$ cat src/rtl/mat_mult_ctrl.sv
`default_nettype none
// ============================================================================
//  Module   : mat_mult_ctrl
//  Purpose  : Sequences an 8x8 unsigned matrix product C = A x B. A and B are
//             read from two synchronous-read RAMs, one element pair per cycle.
//             Each C element is accumulated over k = 0..7 and then written to
//             the C RAM. A full run takes 640 cycles and ends with a one-cycle
//             done pulse.
//  Ports    : clk     - rising-edge clock, shared with the A/B/C RAMs
//             reset   - synchronous, active-high reset
//             start   - single-cycle request; only honoured in IDLE
//             addr_a  - A RAM read address {row, col}
//             data_a  - A RAM read data, one cycle after addr_a
//             addr_b  - B RAM read address {row, col}
//             data_b  - B RAM read data, one cycle after addr_b
//             addr_c  - C RAM write address {row, col}
//             mdi_c   - C RAM write data (2*DW+3 bits)
//             mwr_c   - C RAM write enable
//             busy    - high while a computation is in progress
//             done    - one-cycle completion pulse
//  Revision : 1.0 - initial release
// ============================================================================
module mat_mult_ctrl #(
  parameter int DW = 8
) (
  input  logic            clk,
  input  logic            reset,
  input  logic            start,
  output logic [5:0]      addr_a,
  input  logic [DW-1:0]   data_a,
  output logic [5:0]      addr_b,
  input  logic [DW-1:0]   data_b,
  output logic [5:0]      addr_c,
  output logic [2*DW+2:0] mdi_c,
  output logic            mwr_c,
  output logic            busy,
  output logic            done
);

  // Eight products of two DW-bit values need three extra bits beyond 2*DW.
  localparam int CW = 2*DW + 3;

  typedef enum logic [2:0] {
    IDLE  = 3'd0,
    READ  = 3'd1,
    LAST  = 3'd2,
    WRITE = 3'd3,
    DONE  = 3'd4
  } state_t;

  state_t        state, state_nxt;
  logic [2:0]    i, i_nxt;
  logic [2:0]    j, j_nxt;
  logic [2:0]    k, k_nxt;
  logic [CW-1:0] acc, acc_nxt;
  logic [CW-1:0] prod;

  // Widen the operands before multiplying so the product is not truncated.
  assign prod = {{(CW-DW){1'b0}}, data_a} * {{(CW-DW){1'b0}}, data_b};

  always_ff @(posedge clk) begin
    if (reset) begin
      state <= IDLE;
      i     <= 3'd0;
      j     <= 3'd0;
      k     <= 3'd0;
      acc   <= '0;
    end else begin
      state <= state_nxt;
      i     <= i_nxt;
      j     <= j_nxt;
      k     <= k_nxt;
      acc   <= acc_nxt;
    end
  end

  always_comb begin
    state_nxt = state;
    i_nxt     = i;
    j_nxt     = j;
    k_nxt     = k;
    acc_nxt   = acc;
    addr_a    = {i, k};
    addr_b    = {k, j};
    addr_c    = {i, j};
    mdi_c     = acc;
    mwr_c     = 1'b0;
    busy      = 1'b0;
    done      = 1'b0;

    case (state)
      IDLE: begin
        if (start) begin
          i_nxt     = 3'd0;
          j_nxt     = 3'd0;
          k_nxt     = 3'd0;
          state_nxt = READ;
        end
      end

      READ: begin
        busy = 1'b1;
        // RAM data lags the address by one cycle: at k the data bus holds
        // the operands for k-1, and at k=0 it holds nothing useful.
        if (k == 3'd0) begin
          acc_nxt = '0;
        end else begin
          acc_nxt = acc + prod;
        end
        k_nxt = k + 3'd1;
        if (k == 3'd7) begin
          state_nxt = LAST;
        end
      end

      LAST: begin
        busy      = 1'b1;
        // Pick up the k=7 product still in flight from the last READ cycle.
        acc_nxt   = acc + prod;
        state_nxt = WRITE;
      end

      WRITE: begin
        busy  = 1'b1;
        mwr_c = 1'b1;
        j_nxt = j + 3'd1;
        k_nxt = 3'd0;
        if (j == 3'd7) begin
          i_nxt = i + 3'd1;
        end
        if ((i == 3'd7) && (j == 3'd7)) begin
          state_nxt = DONE;
        end else begin
          state_nxt = READ;
        end
      end

      DONE: begin
        done      = 1'b1;
        state_nxt = IDLE;
      end

      default: begin
        state_nxt = IDLE;
      end
    endcase
  end

endmodule
`default_nettype wire

$ cat config.mk
export PLATFORM = sky130hd
export DESIGN_NAME = mat_mult_ctrl
export DESIGN_NICKNAME = d
export VERILOG_FILES = /design/src/rtl/mat_mult_ctrl.sv
export SDC_FILE = /design/constraint.sdc
export NUM_CORES = 1
export LEC_CHECK = 0
export BUFFER_PORTS_ARGS = -buffer_cell sky130_fd_sc_hd__buf_4
export CORE_MARGIN = 2
export CORE_UTILIZATION = 25
export CTS_BUF_LIST = sky130_fd_sc_hd__clkbuf_16
export DETAILED_ROUTE_END_ITERATION = 7
export PLACE_DENSITY = 0.45
export SLEW_MARGIN = 10
export SYNTH_ARGS = -nofsm -noshare
export SYNTH_HDL_FRONTEND = slang
export SYNTH_SLANG_ARGS = --single-unit
$ cat constraint.sdc
create_clock -name clk -period 3.98 [get_ports clk]
set_clock_uncertainty 0.15 [all_clocks]
set_input_delay 0.199 -clock clk [delete_from_list [all_inputs] [get_ports clk]]
set_output_delay 0.199 -clock clk [all_outputs]
set_load 0.01 [all_outputs]
; ---- Yosys cells after proc, flatten, opt, wreduce, memory -nomap -nowiden
; Cells that the tools add are included.
[totals]
reg_bits = 31
elab_cells = 45
inputBits = 19
out_inout_bits = 40
[op_classes]
eq_ne = 10
n_mul = 1
n_reduce_logical = 11
n_addsub = 4
muxes = 14
[ops]
columns = operator, n
row1 = case mux 19 bit (2 select lines), 1
row2 = adder 19 x 16 -> 19 bit, 1
row3 = two-way mux 19 bit, 1
row4 = multiplier 8 x 8 -> 16 bit, 1
row5 = two-way mux 3 bit, 5
row6 = "equality test 3 bit, second input constant", 4
row7 = case mux 3 bit (2 select lines), 2
row8 = case mux 3 bit (4 select lines), 1
row9 = "adder 3 x 1 -> 3 bit, second input constant", 3
row10 = case mux 3 bit (3 select lines), 1
row11 = "equality test 3 x 2 -> 1 bit, second input constant", 2
row12 = logical NOT 3 bit, 2
row13 = "!= test 2 bit, second input constant", 3
row14 = AND reduction 2 bit, 3
row15 = nonzero test 2 bit, 2
row16 = "equality test 3 x 1 -> 1 bit, second input constant", 1
row17 = two-way mux 1 bit, 3
row18 = AND reduction 3 bit, 1
row19 = nonzero test 3 bit, 1
row20 = OR reduction 3 bit, 1
row21 = logical AND 1 bit, 1

; ---- Longest topological paths before layout
; Gate-level depths: netlist (run 1).
[logic_depth]
ltp_word = 4
depth_mapped = 17
ltp_nobuf = 15

; ---- Worst setup path after synthesis (run 1)
; OpenSTA, ideal clock, no wires.
[synth_timing]
path_kind = input-to-reg
start = in data_a[3]
end = reg acc[17], in the netlist mdi_c[17]
required_ns = 3.713
n_path_buf = 0
setup_time_ns = 0.117
path_slack_ns = -0.351
arrival_time_ns = 4.064
cell_stages = 13
cell_sequence = and2_1 > fa_1 > fa_1 > fa_1 > inv_1 > fa_1 > inv_1 > ha_1 > a21oi_2 > o21ai_0 > a311o_1 > or3_1 > a32o_1
[synth_via]
elab_chain_len = 4
[synth_rtl]
columns = item, line_no
row1 = start: declaration, 30  ; input logic [DW-1:0] data_a,
row2 = multiplier 8 x 8 -> 16 bit (*), 59  ; assign prod = {{(CW-DW){1'b0}}, data_a} * {{(CW-DW){1'b0}}, data_b};
row3 = adder 19 x 16 -> 19 bit (*), "108, 119"
row4 = two-way mux 19 bit, 105  ; if (k == 3'd0) begin
row5 = case mux 19 bit (2 select lines) (*), 91  ; case (state)
row6 = end signal: assignment, 73  ; acc <= acc_nxt;
row7 = end: declaration, 55  ; logic [CW-1:0] acc, acc_nxt;
; Every way passes the cells marked *; elsewhere a longest branch is shown, timed or not.
; A chain may end at the register's enable or synchronous reset.

; ---- Final worst setup path (run 1)
[layout_timing]
start = reg acc[5], in the netlist mdi_c[5]
end = reg acc[16], in the netlist mdi_c[16]
[layout_via]
elab_chain_len = 3
[layout_rtl]
columns = item, line_no
row1 = adder 19 x 16 -> 19 bit (*), "108, 119"
row2 = two-way mux 19 bit, 105
row3 = case mux 19 bit (2 select lines) (*), 91
; Marked as above.

==> impl_metrics.py, run 1 <==
metrics = {
    "status": {
        "outcome": "complete, but fails checks",
        "violations": "negative setup slack",
    },
    "die": {
        "dieHeight_um": 131,
        "io_pins": 59,
        "start_util_pct": 25.6,
        "dieWidth_um": 131,
        "num_rows": 46,
        "die_area_mm2": 0.0173,
        "core_mm2": 0.0159,
    },
    "global_route": {
        "antenna_found_initial": 0,
        "grt_pass1_wl_mm": 18.3,
        "grt_util_all_layers_pct": 12.9,
        "grt_start_max_net_pins": 26,
        "overflow": 0,
        "grt_pass1_vias": 3689,
    },
    "detailed_routing": {
        "drt-total-wl_mm": 10.6,
        "drt_iter0_drc": 100,
        "routed_via_density": 4.26,
        "drc_errors": 0,
        "drt_pass1_iterations": 4,
        "ant_nets": 0,
        "wl_per_cell_um": 13.3,
        "num_vias": 3384,
    },
    "placement": {
        "dp_cells": 781,
        "dp_hpwl_mm": 8.90,
        "place_congestion": 0.803,
        "port_buffers": 58,
    },
    "yosys": {
        "yosysWarningCount": 0,
        "synthFlopType": "dfxtp_1",
        "yosysSeqAreaShare_pct": 15.3,
        "syn_inst": 483,
        "ys_types": 50,
        "synthesis.area_mm2": 0.00406,
        "synth.largest_area_cell": "fa_1",
        "syn-num-nets": 600,
        "synth_top_area_share_pct": 24.6,
        "async_reset_ff_share_pct": 0,
        "syn_avg_cell_area_um2": 8.41,
        "synth_edf_count": 0,
        "synthTopCellsByArea": "fa_1 25%, dfxtp_1 15%, ha_1 15%",
        "ys_ff_latch": 31,
    },
    "clocking": {
        "clkTransAtPathRegs_ns": 0.06,
        "clock_path_buffers": 2,
        "cts-root-buf": "clkbuf_16",
        "cts_tree": "yes",
        "numCtsBuffers": 5,
        "h-tree-depth": 2,
        "ctsHoldBuffers": 0,
        "cts_sinks": 31,
        "clock_latency_ns": 0.28,
    },
    "finish": {
        "finalNetCount": 694,
        "layout_common_cells": "106 x buf_4, 91 x inv_1, 46 x fa_1, 44 x nand2_1, 39 x ha_1",
        "drive_gt1_share_pct": 31.1,
        "multi_input_area_mm2": 0.00317,
        "final_cells": 794,
        "fillCellCount": 1693,
        "final_common_cell": "buf_4",
        "syn_to_final_growth_pct": 33.3,
        "insertedDiodeCount": 0,
        "area.sequential_um2": 627,
    },
    "worst_hold_path": {
        "min_path_type": "input pin to flop",
    },
    "timing": {
        "max_freq_ghz": 0.247,
        "worstMarginPinSlew_ns": 0.696,
        "final_max_slew_viol_count": 0,
        "period_share_pct": 102,
        "slew_headroom_pct": 53.4,
        "setup_slack_ns": -0.0654,
        "setup_violations": 2,
        "hold_viol": 0,
        "setup_tns_ns": -0.0868,
        "rsz0062_at_grt": "true",
        "fin_crit_ns": 4.05,
    },
    "power": {
        "ir_drop_v": 0.000257,
        "power_density_mw_per_mm2": 513,
        "p_leak_nw": 2.67,
    },
    "worst_setup_path": {
        "required_ns": 4.00,
        "cp_slowest_stage_delay_ns": 0.55,
        "end_kind": "flop",
        "crit_slowest_cell": "fa_1",
        "critical_path.cell_chain": "inv_2, fa_1, inv_1, fa_1, ha_1, inv_1, fa_1, inv_2, ha_4, o211ai_1, buf_4, o21ai_2, and3_1, or3_1, a32o_1",
        "crit_arrival_ns": 4.07,
        "critPathKind": "flop to flop",
        "worstPathMaxFanout": 3,
        "cp_common_cell": "fa_1",
        "critPathLaunchType": "flop",
    },
    "run": {
        "cap_violations": 0,
    },
}
==> kinds of logic after synthesis <==
kind of cell	Yosys count	share of synthesized area, %
buf+inv	126	12.7
xor+xnor	9	1.94
fa+ha+maj	98	39.4
compound gates	79	13.0
mux	2	0.493
flops	31	15.3
simple gates	138	17.2
==> layout make-up <==
cell class              instances  area share (%)
repair buffers                107            14.9
clock buffers                   5            2.31
inverters                     106            7.35
flip-flops and latches         31            11.6
well taps                     216            4.99
multi-input cells             326            58.6
clock inverters                 3           0.300
==> synthesized netlist by cell type (2+ instances only) <==
| cell type | number |
|---|---|
| buf_4 | 9 |
| and3_2 | 2 |
| and2_1 | 36 |
| nor2_1 | 21 |
| a32o_1 | 2 |
| o21ai_0 | 14 |
| a21oi_1 | 19 |
| o211ai_1 | 7 |
| o21a_1 | 2 |
| ha_1 | 48 |
| inv_1 | 106 |
| nor2b_1 | 4 |
| and3_1 | 2 |
| mux2i_1 | 2 |
| xnor2_1 | 4 |
| nor3_1 | 2 |
| dfxtp_1 | 31 |
| a21o_1 | 4 |
| a211oi_1 | 4 |
| nand2b_1 | 4 |
| clkbuf_1 | 9 |
| xor2_1 | 5 |
| nand3_1 | 9 |
| a21o_2 | 2 |
| fa_1 | 50 |
| nand2_1 | 47 |
| or3_1 | 3 |
| a22oi_1 | 13 |
==> registers in the layout, indices dropped and copies added (netlist names) <==
signal	flops
j	3
state	3
i	3
k	3
mdi_c	19
==> timing repair <==
action / CTS / global route
buffers inserted: 4 / 2
pin swaps: 30 / 26
gates resized for setup: 24 / 24
setup endpoints to repair: 9 / 11
==> through the flow <==
stage | power, mW | worst slack, ns | hold slack, ns | utilization (%) | area [um^2]
floorplan | 1.58 | -0.0216 | 0.139 | - | 4210
global placement | 2.15 | -0.389 | 0.311 | 32.2 | 5120
detailed placement | 2.14 | -0.398 | 0.321 | 32.2 | 5120
CTS | 2.64 | -0.149 | 0.129 | 33.6 | 5340
global route | 3.05 | -0.179 | 0.155 | 34.1 | 5410
finish | 2.78 | -0.0654 | 0.128 | 34.1 | 5410
==> report_power, final <==
part	switching [mW]	total (mW)	internal, mW
combinational	1.08	2.05	0.979
sequential	0.0144	0.341	0.326
clock	0.153	0.381	0.228
total	1.24	2.78	1.53
==> routing by layer <==
layer  vias up  global-route usage (%)  wire length (um)
met5         -                       0                 0
met4         0                    3.44               129
met3         8                    1.43               266
met2        48                    22.5              5040
met1      1611                    17.0              5140
li1       1717                       -                 -
==> final timing paths <==
| path | start | end | slack (ns) | cells after the start |
|---|---|---|---|---|
| worst max-delay path | mdi_c[5]$_SDFFE_PP0P_ | mdi_c[16]$_SDFFE_PP0P_ | -0.07 | 15 |
| worst min-delay path | reset | k[1]$_SDFFE_PP0P_ | 0.13 | 2 |
| worst max register to register | mdi_c[5]$_SDFFE_PP0P_ | mdi_c[16]$_SDFFE_PP0P_ | -0.07 | 15 |
| worst min register to register | mdi_c[14]$_SDFFE_PP0P_ | mdi_c[14]$_SDFFE_PP0P_ | 0.32 | 2 |
==> worst max-delay path: cells and delay by family, from the launching register on <==
family	cells	cell delay (ns)
AND/OR/NAND/NOR	2	0.54
buffers and inverters	5	0.35
AO/OA/AOI/OAI	3	0.51
flip-flops	1	0.33
adder cells (fa/ha/maj)	5	2.05
(Power assumes the default switching activity.)
==> run 2, diff against run 1 <==
--- a/config.mk
+++ b/config.mk
@@ -8,7 +8,6 @@
 export BUFFER_PORTS_ARGS = -buffer_cell sky130_fd_sc_hd__buf_4
 export CORE_MARGIN = 2
 export CORE_UTILIZATION = 25
-export CTS_BUF_LIST = sky130_fd_sc_hd__clkbuf_16
 export DETAILED_ROUTE_END_ITERATION = 7
 export PLACE_DENSITY = 0.45
 export SLEW_MARGIN = 10
==> run 2 against run 1 <==
  * The run still ends with negative setup slack left
  * Clock power is essentially flat
  * Maximum frequency is essentially flat
  * Count of clock-buffer cells in the layout rose by 1
  * Via count increased by 0.12%
  * Setup slack barely moved
  * Routed wire length barely moved
  * Die area stayed put
  * First-iteration DRC count did not move
  * Core utilization did not move
  * Register-to-register slack hardly changed
  * Design area unchanged
  * Critical path type unchanged
  * Largest cell class unchanged
==> impl_metrics.py, run 2 (synthesis gave the netlist of run 1 again) <==
metrics = {
    "status": {
        "outcome": "complete, but fails checks",
        "violations": "negative setup slack",
    },
    "detailed_routing": {
        "wl_met1_mm": 5.14,
        "drt-total-wl_mm": 10.6,
        "met2_length_mm": 5.04,
        "drc_errors": 0,
        "drt_pass1_iterations": 4,
        "highest_layer": "met4",
        "wl_per_cell_um": 13.3,
        "drt_iter0_drc": 100,
        "num_vias": 3388,
        "routed_via_density": 4.27,
        "met3_length_um": 268,
        "ant_nets": 0,
    },
    "power": {
        "ir_drop_v": 0.000257,
        "p_leak_nw": 2.66,
        "power_density_mw_per_mm2": 513,
    },
    "timing": {
        "setup_violations": 2,
        "rsz0062_at_grt": "true",
        "setup_slack_ns": -0.0651,
        "worstMarginPinSlew_ns": 0.697,
        "period_share_pct": 102,
        "fin_crit_ns": 4.05,
        "slew_headroom_pct": 53.4,
        "hold_viol": 0,
        "final_max_slew_viol_count": 0,
        "max_freq_ghz": 0.247,
        "setup_tns_ns": -0.0870,
    },
    "clocking": {
        "clkTransAtPathRegs_ns": 0.06,
        "cts_tree": "yes",
        "clock_latency_ns": 0.28,
        "numCtsBuffers": 5,
        "clock_path_buffers": 2,
        "h-tree-depth": 2,
        "cts_sinks": 31,
        "ctsHoldBuffers": 0,
        "cts-root-buf": "clkbuf_16",
    },
    "finish": {
        "fin_util_pct": 34.1,
        "largest_register_ff_count": 19,
        "fin_area_mm2": 0.00541,
        "finalNetCount": 694,
        "insertedDiodeCount": 0,
        "layout_common_cells": "106 x buf_4, 90 x inv_1, 46 x fa_1, 44 x nand2_1, 39 x ha_1",
        "syn_to_final_growth_pct": 33.3,
        "final_cells": 794,
        "final_common_cell": "buf_4",
        "drive_gt1_share_pct": 31.1,
    },
    "placement": {
        "dp_cells": 781,
        "port_buffers": 58,
        "dpl_cell_area_mm2": 0.00512,
        "dp_hpwl_mm": 8.90,
        "dp_worst_setup_slack_ns": -0.398,
        "place_congestion": 0.803,
    },
    "global_route": {
        "grt_start_max_net_pins": 26,
        "grt_pass1_wl_mm": 18.3,
        "overflow": 0,
        "grt_util_all_layers_pct": 12.9,
        "antenna_found_initial": 0,
        "grt_pass1_vias": 3689,
    },
    "worst_hold_path": {
        "min_path_type": "input pin to flop",
        "hp-start": "reset",
    },
    "die": {
        "num_rows": 46,
        "dieHeight_um": 131,
        "io_pins": 59,
        "dieWidth_um": 131,
        "start_util_pct": 25.6,
        "die_area_mm2": 0.0173,
        "core_mm2": 0.0159,
    },
    "worst_setup_path": {
        "timing.rr.start": "mdi_c[5]$_SDFFE_PP0P_",
        "critPathLaunchType": "flop",
        "reg2reg_slack_ns": -0.07,
        "cp-startpoint": "mdi_c[5]$_SDFFE_PP0P_",
        "crit_arrival_ns": 4.07,
        "critPathKind": "flop to flop",
        "required_ns": 4.00,
        "worstPathMaxFanout": 3,
        "end_kind": "flop",
    },
    "run": {
        "cap_violations": 0,
    },
}
run 2: changes by cell type in the layout (fill, tap and decap cells not counted):
cell,previous run,this run
clkbuf_1,0,1
inv_1,91,90
run 2: what timing repair did:
item	4_1_cts	5_1_grt
pin swaps	30	26
setup endpoints to repair	9	11
resized for setup	24	24
endpoints found under the hold margin	0	0
setup buffers	4	2
run 2: worst max-delay path, cell delays in order, from the launching register on:
cell      delay, ns
dfxtp_2        0.33
inv_2          0.05
fa_1           0.52
inv_1          0.05
fa_1           0.45
ha_1           0.29
inv_1          0.05
fa_1           0.55
inv_2          0.05
ha_4           0.24
o211ai_1       0.21
buf_4          0.15
o21ai_2        0.05
and3_1         0.19
or3_1          0.35
a32o_1         0.25
run 2: cell type report:
cell class / instances / area, um^2
Fill cell: 1693 / 10500
Multi-Input combinational cell: 326 / 3170
Timing Repair Buffer: 107 / 807
Sequential cell: 31 / 627
Inverter: 106 / 398
Tap cell: 216 / 270
Clock buffer: 6 / 129
Clock inverter: 2 / 12.5
run 2: report_power, final:
part	total, mW	internal, mW	switching, mW
logic	2.06	0.979	1.08
registers	0.341	0.326	0.0144
clock network	0.383	0.231	0.153
total	2.78	1.54	1.24
run 2: routing by layer:
layer	global-route usage, %	vias up
met1	17.0	1613
met3	1.43	8
li1	-	1717
met5	0	-
met2	22.5	50
met4	3.44	0
run 2: metrics by stage:
step / hold WS [ns] / total power, mW
after CTS: 0.129 / 2.64
after global placement: 0.311 / 2.15
final: 0.128 / 2.78
after global routing: 0.155 / 3.05
after detailed placement: 0.321 / 2.14
after floorplan: 0.139 / 1.58
run 2: path summary, 6_finish.rpt:
check                                end  cells past startpoint
setup / recovery  mdi_c[16]$_SDFFE_PP0P_                     15
hold / removal         k[1]$_SDFFE_PP0P_                      2
setup reg to reg  mdi_c[16]$_SDFFE_PP0P_                     15
hold reg to reg   mdi_c[14]$_SDFFE_PP0P_                      2
